$ cat src/rtl/riscv_fetch_stage.sv
// riscv_fetch_stage
//   Instruction-fetch front end for the RISCVCPU decode stage. Keeps the fetch PC,
//   issues word reads on a valid/ready request channel under a credit limit, collects
//   in-order responses in a small prefetch FIFO, and hands {pc, instr} to decode.
//   A redirect from execute flushes the FIFO and marks every in-flight response stale.
//
// Parameters
//   RESET_PC    PC of the first fetch after reset
//   FIFO_DEPTH  prefetch entries (power of two, >= 2); also caps outstanding requests
//
// Ports
//   clk, reset                       clock, asynchronous active-high reset
//   imem_req_valid/ready/addr        fetch request channel (word aligned byte address)
//   imem_rsp_valid/data              in-order instruction responses
//   if_valid/ready, if_instr, if_pc  FIFO head toward decode
//   redirect_valid, redirect_pc      taken branch/jump restart
//
// Optional feature (macro FETCH_PERF_CNT_EN)
//   perf_fetched  count of instructions handed to decode
//   perf_stall    cycles with decode ready but nothing to hand over
`default_nettype none

module riscv_fetch_stage #(
  parameter logic [31:0] RESET_PC   = 32'h0000_0000,
  parameter int unsigned FIFO_DEPTH = 2
) (
  input  logic        clk,
  input  logic        reset,
  output logic        imem_req_valid,
  input  logic        imem_req_ready,
  output logic [31:0] imem_req_addr,
  input  logic        imem_rsp_valid,
  input  logic [31:0] imem_rsp_data,
  output logic        if_valid,
  input  logic        if_ready,
  output logic [31:0] if_instr,
  output logic [31:0] if_pc,
  input  logic        redirect_valid,
  input  logic [31:0] redirect_pc
`ifdef FETCH_PERF_CNT_EN
  ,
  output logic [31:0] perf_fetched,
  output logic [31:0] perf_stall
`endif
);

  localparam int unsigned AW = (FIFO_DEPTH > 1) ? $clog2(FIFO_DEPTH) : 1;
  localparam int unsigned CW = AW + 1;
  localparam logic [CW-1:0] DEPTH_C = CW'(FIFO_DEPTH);

  logic [31:0]   pc_q, pc_d;
  logic [31:0]   rsp_pc_q, rsp_pc_d;
  logic [AW-1:0] wr_ptr_q, wr_ptr_d;
  logic [AW-1:0] rd_ptr_q, rd_ptr_d;
  logic [CW-1:0] count_q, count_d;
  logic [CW-1:0] outst_q, outst_d;
  logic [CW-1:0] drop_q, drop_d;

  logic [31:0]   pc_mem_q    [FIFO_DEPTH];
  logic [31:0]   instr_mem_q [FIFO_DEPTH];

  logic credit_ok;
  logic req_fire;
  logic rsp_ok;
  logic rsp_drop;
  logic push;
  logic pop;

  // Low address bits of a redirect target are architecturally ignored.
  logic unused_redirect_lsb;
  assign unused_redirect_lsb = ^redirect_pc[1:0];

  // Credit covers both buffered entries and responses still owed by memory.
  assign credit_ok      = (count_q + outst_q) < DEPTH_C;
  assign imem_req_valid = !reset && !redirect_valid && credit_ok;
  assign imem_req_addr  = pc_q;
  assign req_fire       = imem_req_valid && imem_req_ready;

  // A response with nothing outstanding is a protocol violation and is ignored.
  assign rsp_ok   = imem_rsp_valid && (outst_q != '0);
  assign rsp_drop = rsp_ok && (drop_q != '0);
  assign push     = rsp_ok && (drop_q == '0) && !redirect_valid;
  assign pop      = (count_q != '0) && if_ready && !redirect_valid;

  // Decode side is driven purely from FIFO registers.
  assign if_valid = (count_q != '0);
  assign if_pc    = pc_mem_q[rd_ptr_q];
  assign if_instr = instr_mem_q[rd_ptr_q];

  // Next-state for PC, FIFO pointers and credit/drop bookkeeping.
  always_comb begin
    pc_d     = pc_q;
    rsp_pc_d = rsp_pc_q;
    wr_ptr_d = wr_ptr_q;
    rd_ptr_d = rd_ptr_q;
    count_d  = count_q;
    drop_d   = drop_q;
    outst_d  = outst_q + CW'(req_fire) - CW'(rsp_ok);

    if (redirect_valid) begin
      pc_d     = {redirect_pc[31:2], 2'b00};
      rsp_pc_d = {redirect_pc[31:2], 2'b00};
      wr_ptr_d = '0;
      rd_ptr_d = '0;
      count_d  = '0;
      // Everything still owed after this cycle is stale; outstanding already
      // includes responses marked stale by any earlier redirect.
      drop_d   = outst_q - CW'(rsp_ok);
    end else begin
      if (req_fire) begin
        pc_d = pc_q + 32'd4;
      end
      if (rsp_drop) begin
        drop_d = drop_q - CW'(1'b1);
      end
      if (push) begin
        rsp_pc_d = rsp_pc_q + 32'd4;
        wr_ptr_d = wr_ptr_q + AW'(1'b1);
      end
      if (pop) begin
        rd_ptr_d = rd_ptr_q + AW'(1'b1);
      end
      count_d = count_q + CW'(push) - CW'(pop);
    end
  end

  // State and FIFO storage.
  always_ff @(posedge clk or posedge reset) begin
    if (reset) begin
      pc_q     <= RESET_PC;
      rsp_pc_q <= RESET_PC;
      wr_ptr_q <= '0;
      rd_ptr_q <= '0;
      count_q  <= '0;
      outst_q  <= '0;
      drop_q   <= '0;
      for (int unsigned i = 0; i < FIFO_DEPTH; i++) begin
        pc_mem_q[AW'(i)]    <= RESET_PC;
        instr_mem_q[AW'(i)] <= '0;
      end
    end else begin
      pc_q     <= pc_d;
      rsp_pc_q <= rsp_pc_d;
      wr_ptr_q <= wr_ptr_d;
      rd_ptr_q <= rd_ptr_d;
      count_q  <= count_d;
      outst_q  <= outst_d;
      drop_q   <= drop_d;
      if (push) begin
        pc_mem_q[wr_ptr_q]    <= rsp_pc_q;
        instr_mem_q[wr_ptr_q] <= imem_rsp_data;
      end
    end
  end

`ifdef FETCH_PERF_CNT_EN
  logic [31:0] perf_fetched_q;
  logic [31:0] perf_stall_q;

  // Free-running counters; only reset clears them.
  always_ff @(posedge clk or posedge reset) begin
    if (reset) begin
      perf_fetched_q <= '0;
      perf_stall_q   <= '0;
    end else begin
      if (pop) begin
        perf_fetched_q <= perf_fetched_q + 32'd1;
      end
      if (if_ready && !if_valid) begin
        perf_stall_q <= perf_stall_q + 32'd1;
      end
    end
  end

  assign perf_fetched = perf_fetched_q;
  assign perf_stall   = perf_stall_q;
`endif

  // Memory must never answer a request that was not issued.
  a_rsp_has_owner : assert property (@(posedge clk) disable iff (reset)
    imem_rsp_valid |-> (outst_q != '0))
    else $error("riscv_fetch_stage: imem_rsp_valid with no outstanding request");

endmodule

`default_nettype wire
$ cat config.mk
export PLATFORM = sky130hd
export DESIGN_NAME = riscv_fetch_stage
export DESIGN_NICKNAME = d
export VERILOG_FILES = /design/src/rtl/riscv_fetch_stage.sv
export SDC_FILE = /design/constraint.sdc
export NUM_CORES = 1
export LEC_CHECK = 0
export ABC_AREA = 1
export CELL_PAD_IN_SITES_DETAIL_PLACEMENT = 1
export CELL_PAD_IN_SITES_GLOBAL_PLACEMENT = 1
export CORE_MARGIN = 2
export CORE_UTILIZATION = 39
export DETAILED_ROUTE_END_ITERATION = 8
export PLACE_DENSITY_LB_ADDON = 0.1
export SYNTH_ARGS = -nofsm -noshare
export SYNTH_HDL_FRONTEND = slang
export SYNTH_SLANG_ARGS = --single-unit
$ cat constraint.sdc
create_clock -name clk -period 7 [get_ports clk]
set_input_delay 1.05 -clock clk [delete_from_list [all_inputs] [get_ports clk]]
set_output_delay 1.05 -clock clk [all_outputs]
set_load 0.05 [all_outputs]
==> results of run 1 <==
## per-layer routing
layer	track usage	vias to the layer above	share of wire
met2	0.384	165	0.48
li1	-	4567	-
met5	0	-	0
met3	0.0259	30	0.032
met1	0.308	4436	0.47
met4	0.0644	0	0.016
## registers in the layout, indices dropped and copies added, names as in the netlist
register	flops
count_q	2
drop_q	2
imem_req_addr	30
instr_mem_q	64
outst_q	2
pc_mem_q	60
rd_ptr_q	1
rsp_pc_q	30
wr_ptr_q	1
## synth_stat cells (all sizes together), types with 5 or more instances
| cell type | n | area share |
|---|---|---|
| o21bai | 5 | 0.0037 |
| nand2 | 588 | 0.22 |
| o21ai | 143 | 0.073 |
| nand4 | 12 | 0.0075 |
| nor2 | 90 | 0.036 |
| clkbuf | 27 | 0.010 |
| xor2 | 10 | 0.0087 |
| a21oi | 13 | 0.0065 |
| xnor2 | 9 | 0.0078 |
| inv | 124 | 0.046 |
| o211ai | 7 | 0.0052 |
| ha | 8 | 0.010 |
| buf | 32 | 0.025 |
| dfrtp | 192 | 0.48 |
| nand3b | 5 | 0.0037 |
| nand3 | 91 | 0.045 |
## report_power, final
part,internal (mW),switching [mW],total [mW]
sequential,1.46,0.245,1.70
clock,0.504,0.472,0.976
combinational,0.693,1.43,2.12
## logic make-up after synthesis
| logic type | count (synthesis) | share of synthesized area |
|---|---|---|
| adder cells (fa/ha/maj) | 8 | 0.00997 |
| AND/OR/NAND/NOR | 794 | 0.319 |
| other | 1 | 0.000373 |
| flip-flops | 192 | 0.478 |
| XOR/XNOR | 19 | 0.0166 |
| buffers and inverters | 184 | 0.0826 |
| AO/OA/AOI/OAI | 174 | 0.0927 |
## worst max-delay path, stage by stage
cell                              delay (ps)
sky130_fd_sc_hd__clkdlybuf4s50_1         460
sky130_fd_sc_hd__buf_4                   390
sky130_fd_sc_hd__nor2_1                  130
sky130_fd_sc_hd__nand3_1                 100
sky130_fd_sc_hd__inv_1                    40
sky130_fd_sc_hd__clkdlybuf4s50_1         690
## through the flow
step	power [mW]	instances	utilization	setup slack [ps]
6_report	4.80	1848	0.490	3090
5_1_grt	5.11	1848	0.490	2940
4_1_cts	4.85	1848	0.490	3030
3_5_place_dp	3.86	1816	0.467	3000
3_3_place_gp	3.80	1816	0.467	3060
2_1_floorplan	3.15	1375	-	723
## cell type report
cell class,instances,area share
multi-input combinational,999,0.357
inverter,125,0.0387
clock inverter,14,0.0121
clock buffer,18,0.0347
timing repair buffer,170,0.136
sequential,192,0.388
tap,330,0.0334
## placed cells by master (no fill, tap or decap), drive strengths merged, types with 7 or more instances in the layout
master / Yosys / final
nor2: 90 / 90
inv: 124 / 128
xnor2: 9 / 9
clkbuf: 27 / 18
clkinv: 1 / 8
nand4: 12 / 12
dfrtp: 192 / 192
clkdlybuf4s50: 0 / 161
o21ai: 143 / 143
o211ai: 7 / 7
buf: 32 / 9
nand2: 588 / 588
a21oi: 13 / 13
nand3: 91 / 91
xor2: 10 / 10
ha: 8 / 8
## final timing paths
path	start	to	slack, ps	cells after the start
worst min-delay path	pc_mem_q[40]	pc_mem_q[40]	490	2
max in group asynchronous	reset	pc_mem_q[54]	4590	3
worst max-delay path	redirect_valid	imem_req_valid	3090	6
worst max register to register	drop_q[0]	pc_mem_q[30]	4290	10
worst min register to register	pc_mem_q[40]	pc_mem_q[40]	490	2
min in group asynchronous	reset	outst_q[1]	1150	2
==> impl.org, run 1 <==
** Outcome
- The run finished with clean final reports.

** STA
- Transition time of the tightest slew-check pin :: 1040 ps
- Post-route clock period utilization :: 0.559
- Setup violations remaining at the end of the flow were counted as 0.
- Setup repair after global routing left no endpoint under its margin.
- Number of max-slew violations in the final report :: 0
- Worst clock skew :: 11.7 ps
- Worst relative slew slack :: 0.308
- The worst path in the final design needs a cycle of 3910 ps, including I/O delays and setup.
- Final Hold Viols :: 0
- Final hold analysis gives a worst-case slack of slightly below 500 ps.
- Adding up every negative setup slack in the final design gives 0 ps.
- Derived from the worst setup path, the maximum achievable clock frequency is about 260 MHz.

** Finish
- Fill cells :: 3,198
- Layout cells sized above 1 :: 0.0402
- Final antenna diode count :: 0
- Cell area after layout :: around 0.012 mm^2
- The sequential cells in the finished layout cover a total of between 0.004 and 0.005 mm^2.
- In the final layout, the multi-input gates occupy 0.00442 mm^2.
- Final net count :: 1,583
- Area Overhead vs Synth :: 23.2%

** Die
- The die is about 160 um wide.
- Chip height :: 164 um
- CORE AREA :: 0.0253 mm^2
- In this run the count of I/O pins placed on the die edge is around 170.
- The initial utilization of the core area, before any placement, comes to 0.398.
- Die Footprint :: between 0.02 and 0.03 mm^2
- The initialized floorplan defines 58 standard-cell rows.

** Power
- Power spread over the standard cell area amounts to 388 mW/mm^2.
- Maximum vdd drop :: 0.164 mV
- Reported leakage power :: 6.02 nW

** Place
- Post-DP Area :: 0.0118 mm^2
- Detailed placement finished with a half-perimeter wire length of ~20 mm.
- The congestion estimate from routability-driven global placement came to between 0.8 and 0.9.
- Port buffering added roughly 160 buffers.

** Detailed routing
- After detailed routing, the number of remaining DRC violations is 0.
- Final wirelength :: 29.6 mm
- The first detailed-routing pass ran for 5 iterations.
- Overall via count from detail_route :: about 9,200
- Using the TritonRoute via totals, the vias-per-cell ratio works out to 4.98.
- In the final routed layout, each cell accounts on average for 16.0 um.
- Number of nets with antenna violations after routing :: 0
- Drt first-iter violations :: 497

** Logic synthesis
- Of the synthesized area, sequential elements account for 0.478.
- After synthesis the cells add up to approximately 0.010 mm^2.
- The most used flip-flop cell after synthesis is sky130_fd_sc_hd__dfrtp_1.
- Count of synthesis-stage warnings from yosys :: 0
- Post-synth cell types :: 34
- Post-synthesis area per instance :: around 7.3 um^2
- Async SR Flop Fraction :: 1.00
- In this run, synthesis produced a sequential element count of 192.
- Number of enable flip-flop cells after synthesis :: 0
- The cell count after synthesis came out at 1,372.

** Clocking
- Depth of the CTS H-tree :: 4
- After clock tree synthesis, the flow added hold-fix buffers numbering 0.
- The tree built by TritonCTS fans out to 192 sinks.
- At the later pin of the worst-skew pair, clock insertion delay measures 440 ps.
- Clock tree from TritonCTS :: yes
- Count of buffers added by post-CTS timing repair for setup :: 0
- Number of cells upsized or downsized after cts :: 0
- Maximum count of clock buffers along a single path :: 2
- Inserted Clock Buffers :: 17
- Root Driver :: sky130_fd_sc_hd__clkbuf_16
- Clk slew on worst S/H paths :: 70 ps

** Flow run
- Max-cap violations in this run came to 0.

** GRT
- Initial antenna violation count :: 0
- For this run, the total global-route usage over all layers was measured as 0.227.
- Entering global routing, the biggest net connects 98 pins.
- The via count of the first global-routing pass was 9,438.
- The total overflow left after global routing is 0.
- The first global-routing pass estimated 48.4 mm of wire.

** Critical path
- For the worst setup path, the data arrival time is 2860 ps.
- For the worst setup path, the data required time is 5950 ps.
- STA classifies the critical path endpoint as a primary output.
- In this run the worst path has a maximum fanout of 41.
- The worst setup path is of the in2out kind.
- Crit path launch type :: input port

** Worst hold path
- In this run the worst hold path is classified as reg2reg.
Power figures use the tool's default switching activity.
==> run 2: changes to the inputs <==
- CORE_UTILIZATION: 39 -> 35
- clock period: 7 -> 3.3 ns (I/O delays scaled with it)
==> run 2 against run 1 <==
Effect of this change:
- register-to-register slack lost 3200 ps
- largest power group unchanged
- sequential power up 110%
- sequential share of layout area decreased by 0.50 points
- final area up 1.3%
- non-clock buffer count increased by 11
- setup slack worse by 2600 ps
- combinational power up 110%
- die area is 11% higher
- cell count is 3.5% higher
- via count down 0.23%
==> impl.org, run 2 (same netlist as run 1, synthesis figures left out) <==
** Critical path
- For the worst setup path, the data required time is 2800 ps.
- Worst Setup End Kind :: primary output
- Critical R2R Launch :: drop_q[0]
- The worst setup path is of the reg2out kind.
- Worst r2r path cells :: 9
- The endpoint identified for the worst register-to-register timing path is rsp_pc_q[23].
- Data on the critical path arrives at its endpoint at 2350 ps.
- Crit path launch type :: flop
- In this run the register-to-register setup slack is between 1000 and 1500 ps.
- Maximum fanout along the worst path :: 27

** Detailed routing
- The routed design has between 20 and 30 mm of wire.
- After the first detailed-routing iteration, the DRC count stood at 530.
- Metal1 wirelength :: 14.4 mm
- The first detailed-routing pass took 4 iterations.
- Count of unresolved DRC violations after routing :: 0
- Across all layers, the routed design uses 9,177 vias.
- Number of nets with antenna violations after routing :: 0
- Post-detailed-route wirelength per cell :: 15.6 um
- Summed over all nets, wire length on met3 after detailed routing comes to 967 um.
- Sum of met2 wire segment lengths after detailed routing :: 14.1 mm
- Signal routing reaches up to met4.
- In the routed layout, each cell is associated on average with a via count of approximately 4.8.

** STA
- For this run, the top clock speed supported by timing is around 350 MHz.
- Final Critical Period :: 2840 ps
- RSZ-0062 raised after global routing :: false
- The final number of hold-violating endpoints is 0.
- Dividing the final minimum period by the clock period gives 0.861.
- Setup total negative slack on the finished layout was measured at 0 ps.
- Number of max-slew violations in the final report :: 0
- Clock skew on the completed layout was measured at 23.6 ps.
- Setup violations remaining at the end of the flow were counted as 0.
- At the pin with the least slew margin, the transition time is 665 ps.
- Worst relative slew slack :: 0.557

** Finish
- Regs by FF count :: instr_mem_q (64), pc_mem_q (60)
- Area Overhead vs Synth :: 24.8%
- The library cell used most frequently in the layout, excluding fill and tap cells, is sky130_fd_sc_hd__nand2_1.
- Final antenna diode count :: 0
- Counting flops per register, the top entry is instr_mem_q.
- Final net count :: between 1,500 and 2,000
- The register with the most flip-flops in the layout has between 60 and 70 of them.
- Cell area after layout :: around 0.013 mm^2
- The top cell types in the final layout, fill and taps aside, are sky130_fd_sc_hd__nand2_1 (584), sky130_fd_sc_hd__dfrtp_1 (191), sky130_fd_sc_hd__clkdlybuf4s50_1 (130).
- In the final layout, the share of cells above drive strength 1 is 0.0674.
- Final cell utilization of the core :: 0.440

** Outcome
- Status :: finished clean

** GRT
- Entering global routing, the biggest net connects 97 pins.
- In the global route stage, overall resource usage came out at 0.205.
- Global routing finished with a remaining overflow of 0.
- The first global-routing pass estimated roughly 50 mm of wire.
- Initial antenna violation count :: 0
- Via count of the first global-routing pass :: 9,535

** Die
- After floorplanning, the core was sized to cover 0.0285 mm^2.
- The die covers 0.0301 mm^2.
- Chip height :: 173 um
- For this configuration, the core starts out at a cell density of 0.353.
- From left edge to right edge, the die measures roughly 170 um.
- Rows :: 62
- Top-level I/O count :: 168

** Clocking
- Number of cells upsized or downsized after cts :: 0
- Depth of the CTS H-tree :: 4
- Root Driver :: sky130_fd_sc_hd__clkbuf_16
- Clock-pin slew was measured on the worst setup and hold paths at 80 ps.
- After clock tree synthesis, the setup repair step added 0 buffers.
- The later pin in the worst-skew pair is clocked with a latency of 440 ps.
- Clock tree synthesis found a total of 192 sinks.
- Clock tree from TritonCTS :: yes
- Hold buffer count at CTS :: 0
- In this run the deepest clock path goes through 2 buffers.
- Inserted Clock Buffers :: 17

** Place
- Once placement finished, the instance area stood at 0.0119 mm^2.
- Buffers on Ports :: 161
- Weighted congestion at the end of routability-driven global placement :: 0.907
- Estimated wirelength of the detail-placed design :: 21.5 mm

** Flow run
- Number of max-cap violations :: 0

** Worst hold path
- In this run the worst hold path is classified as in2async.

** Power
- The worst-case IR drop observed on VDD is 0.433 mV.
- Of the total power, the share spent switching nets is 0.449.
- Power per cell area :: 813 mW/mm^2
- The internal portion of the total power is approximately 5.6 mW.
- Clock share of power :: 0.207
- For this design the static power due to leakage is 6.15 nW.
- Fraction of power consumed by sequential logic :: 0.354
- The share of total power dissipated in combinational logic is 0.439.
- Net Sw Power :: 4.58 mW
## run 2: metal layers
layer	vias up	GRT usage
met5	-	0
met4	0	0.0473
met2	175	0.344
met1	4384	0.283
met3	27	0.0276
li1	4591	-
## run 2: final cells by class
cell class              count  area (um^2)
fillers                  3539        15900
multi-input cells         999         4420
flip-flops and latches    192         4810
inverters                 125          478
clock buffers              17          425
well taps                 384          480
repair buffers            181         1760
clock inverters            14          168
## run 2: worst max path at each step
| stage | startpoint | to | depth (start not counted) |
|---|---|---|---|
| after global routing | rd_ptr_q | if_instr[17] | 5 |
| after floorplan | reset | count_q[0] | 1 |
| final | rd_ptr_q | if_instr[9] | 5 |
| after global placement | imem_rsp_valid | rsp_pc_q[23] | 8 |
| after detailed placement | imem_rsp_valid | rsp_pc_q[23] | 8 |
| after CTS | rd_ptr_q | if_instr[13] | 4 |
## run 2: worst max-delay path, cell delays in order, from the launching register on
cell	delay, ps
sky130_fd_sc_hd__dfrtp_2	510
sky130_fd_sc_hd__inv_2	90
sky130_fd_sc_hd__buf_4	310
sky130_fd_sc_hd__nand2_1	100
sky130_fd_sc_hd__nand2_1	90
sky130_fd_sc_hd__clkdlybuf4s50_1	800
## run 2: stage by stage
step,instances,setup slack [ps],hold slack [ps],power [mW]
5_1_grt,1912,313,333,10.9
2_1_floorplan,1375,329,453,6.69
3_5_place_dp,1881,680,470,8.18
4_1_cts,1912,376,324,10.3
3_3_place_gp,1881,707,467,8.07
6_report,1912,458,346,10.2
## run 2: power by group through the flow
stage | combinational [mW] | sequential [mW] | clock [mW]
after floorplan | 2.99 | 3.70 | 0
after global placement | 4.45 | 3.62 | 0
after detailed placement | 4.53 | 3.65 | 0
after CTS | 4.54 | 3.61 | 2.17
after global routing | 4.90 | 3.73 | 2.25
final | 4.47 | 3.61 | 2.11
==> patch: new RTL, config.mk and constraints of run 1 <==
Change the parameter `FIFO_DEPTH` from 2 to 4. Comments in the files are not updated.
--- a/src/rtl/riscv_fetch_stage.sv
+++ b/src/rtl/riscv_fetch_stage.sv
@@ -22,7 +22,7 @@
 
 module riscv_fetch_stage #(
   parameter logic [31:0] RESET_PC   = 32'h0000_0000,
-  parameter int unsigned FIFO_DEPTH = 2
+  parameter int unsigned FIFO_DEPTH = 4
 ) (
   input  logic        clk,
   input  logic        reset,
Behaviour: not the same (a bounded check fails within 4 cycles, from zero or initial values and one cycle with reset high).
==> patch against run 1 <==
- design area increased by 51%
- routed wire length increased by 58%
- first-iteration DRC count up 46%
- power is 67% higher
- synthesized area rose by 56%
- sequential cell count is 129 higher
- worst setup slack got worse by 0.93 ns
- worst hold slack worse by 0.0096 ns
- synthesized cell count grew 41%
- maximum frequency fell by 19%
- via count rose by 47%
- utilization shrank 1.8 points
==> patch: results (changes against run 1) <==
Logic synthesis
  – Compound-Gate Fraction of Synth Area: 17.0% (+7.7 points)
  – Mux cell area share after synthesis: 0% (unchanged)
  – Asr flop ratio synth: 100% (unchanged)
  – Synth Area in Adders: 1.45% (+0.46 points)
  – Share of the yosys chip area belonging to registers: 51.3% (+3.4 points)
  – Top cells by area, synth: dfrtp_1, nand2_1, o21ai_1
  – Synth cell types: 39 (+15%)
  – Synth Area in XOR/XNOR: 1.45% (-0.20 points)
  – Commonest cells in the netlist: nand2_1, dfrtp_1, o21ai_1

Placement
  – Final Wtd Congestion: 0.835 (-3.9%)
  – Dpl hpwl: 29600 µm (+45%)
  – PortBufs: 161 (unchanged)

GRT
  – Met2 GRT Util: 39.7% (+1.3 points)
  – GR Util met3: 2.79% (+0.20 points)
  – GRT Total Usage: 22.9% (+0.28 points)
  – Largest net degree at the start of global routing: 183 (+87%)
  – Initial antenna violation count: 0 (unchanged)
  – First-pass GRT wire length: 76900 µm (+59%)
  – GR Layer Usage met1: 30.7% (-0.092 points)

Routing
  – Total number of vias: 13500 (+47%)
  – WL per Instance: 18.1 µm (+13%)
  – DR iter-0 viols: 725 (+46%)
  – DR pass1 iterations: 4 (-1)

CTS
  – Root buf cell: clkbuf_16
  – Clk_lat worst skew: 0.53 ns (+0.09 ns)
  – Clock transition at path regs: 0.06 ns
  – Htree depth: 2 (-2)
  – Cts bufs inserted: 39 (+22)
  – Clk buf depth: 3 (+1)

Worst setup path
  – Worst Path Max Fanout: 63 (+54%)
  – Worst path max stage delay: 0.87 ns (+0.18 ns)
  – CP top delay family: buffers and inverters
  – Arrival time worst endpoint: 3.79 ns (+0.93 ns)
  – Reg2Reg Setup Slack: 3.98 ns (-0.31 ns)

Cells and area
  – Filler cells: 4765 (+49%)
  – Final nets: 2127 (+34%)
  – Largest register by flop count: instr_mem_q
  – Fraction of final layout cells sized beyond drive strength 1: 5.08% (+1.1 points)
  – Largest regs: instr_mem_q (128), pc_mem_q (120)

Pwr
  – Maximum VDD drop: 0.205 mV (+25%)
  – Cell leakage power: 8.68 nW (+44%)

STA
  – Worst relative slew slack: 30.4% (-0.39 points)
  – Clk_skew: 0.0149 ns (+0.00316 ns)

Outcome
  – Outcome: complete, no violations
[patch: cell types whose count changed in the layout (fill, tap and decap cells not counted), moves of 14 or more]
cell	delta
o21ai_0	+131
dfrtp_1	+128
clkbuf_16	+23
inv_1	+16
nand2_1	-87
o21ai_1	+129
clkbuf_8	+14
nor2_1	+110
o22ai_1	+62
[patch: worst reg2reg max path: cells and delay by family, from the launching register on]
kind                   cells  cell delay, ns
DFF                        1            0.49
AOI/OAI and AO/OA          2            0.29
buffers and inverters      1            0.62
and+or+nand+nor            5            1.49
[patch: cell type report]
cell class	instances	area [µm²]	area share (%)
Multi-Input combinational cell	1363	6440	34.4
Tap cell	525	657	3.51
Clock inverter	11	108	0.575
Inverter	140	531	2.84
Sequential cell	321	8040	43.0
Clock buffer	57	1200	6.44
Timing Repair Buffer	175	1720	9.22
[patch: kinds of logic (layout without fill, tap and decap cells)]
| logic type | Yosys count | after routing |
|---|---|---|
| AO/OA/AOI/OAI | 498 | 498 |
| flip-flops | 321 | 321 |
| other | 1 | 4 |
| buffers and inverters | 253 | 383 |
| adder cells (fa/ha/maj) | 17 | 17 |
| XOR/XNOR | 26 | 26 |
| AND/OR/NAND/NOR | 818 | 818 |
[patch: metal layers]
metal / vias to the layer above / wire length [µm]
met3: 60 / 1470
met4: 0 / 948
li1: 6564 / -
met1: 6677 / 21600
met5: - / 0
met2: 210 / 22800
[patch: path summary, 6_finish.rpt]
check	depth (start not counted)	from	endpoint
worst min-delay path	2	pc_mem_q[93]$_DFFE_PP0P_	pc_mem_q[93]$_DFFE_PP0P_
worst min register to register	2	pc_mem_q[93]$_DFFE_PP0P_	pc_mem_q[93]$_DFFE_PP0P_
worst max register to register	8	outst_q[2]$_DFF_PP0_	instr_mem_q[88]$_DFFE_PP0P_
worst max-delay path	6	rd_ptr_q[1]$_DFFE_PP0P_	if_pc[12]
max in group asynchronous	3	reset	instr_mem_q[2]$_DFFE_PP0P_
min in group asynchronous	2	reset	rd_ptr_q[1]$_DFFE_PP0P_
[patch: report_power, final]
group          leakage [nW]  switching [W]  internal, W
clock                 0.653       0.000797      0.00123
sequential             4.25       0.000318      0.00229
combinational          3.78        0.00230      0.00109
[patch: through the flow]
| step | power (W) | worst slack, ns | cells | cell area, µm² | hold slack (ns) |
|---|---|---|---|---|---|
| 2_1_floorplan | 0.00493 | 1.67 | 1937 | 15700 | 0.448 |
| 6_report | 0.00802 | 2.16 | 2592 | 18700 | 0.477 |
| 4_1_cts | 0.00813 | 2.06 | 2592 | 18700 | 0.479 |
| 5_1_grt | 0.00851 | 2.00 | 2592 | 18700 | 0.498 |
| 3_3_place_gp | 0.00599 | 2.63 | 2524 | 17400 | 0.461 |
| 3_5_place_dp | 0.00605 | 2.63 | 2524 | 17400 | 0.464 |
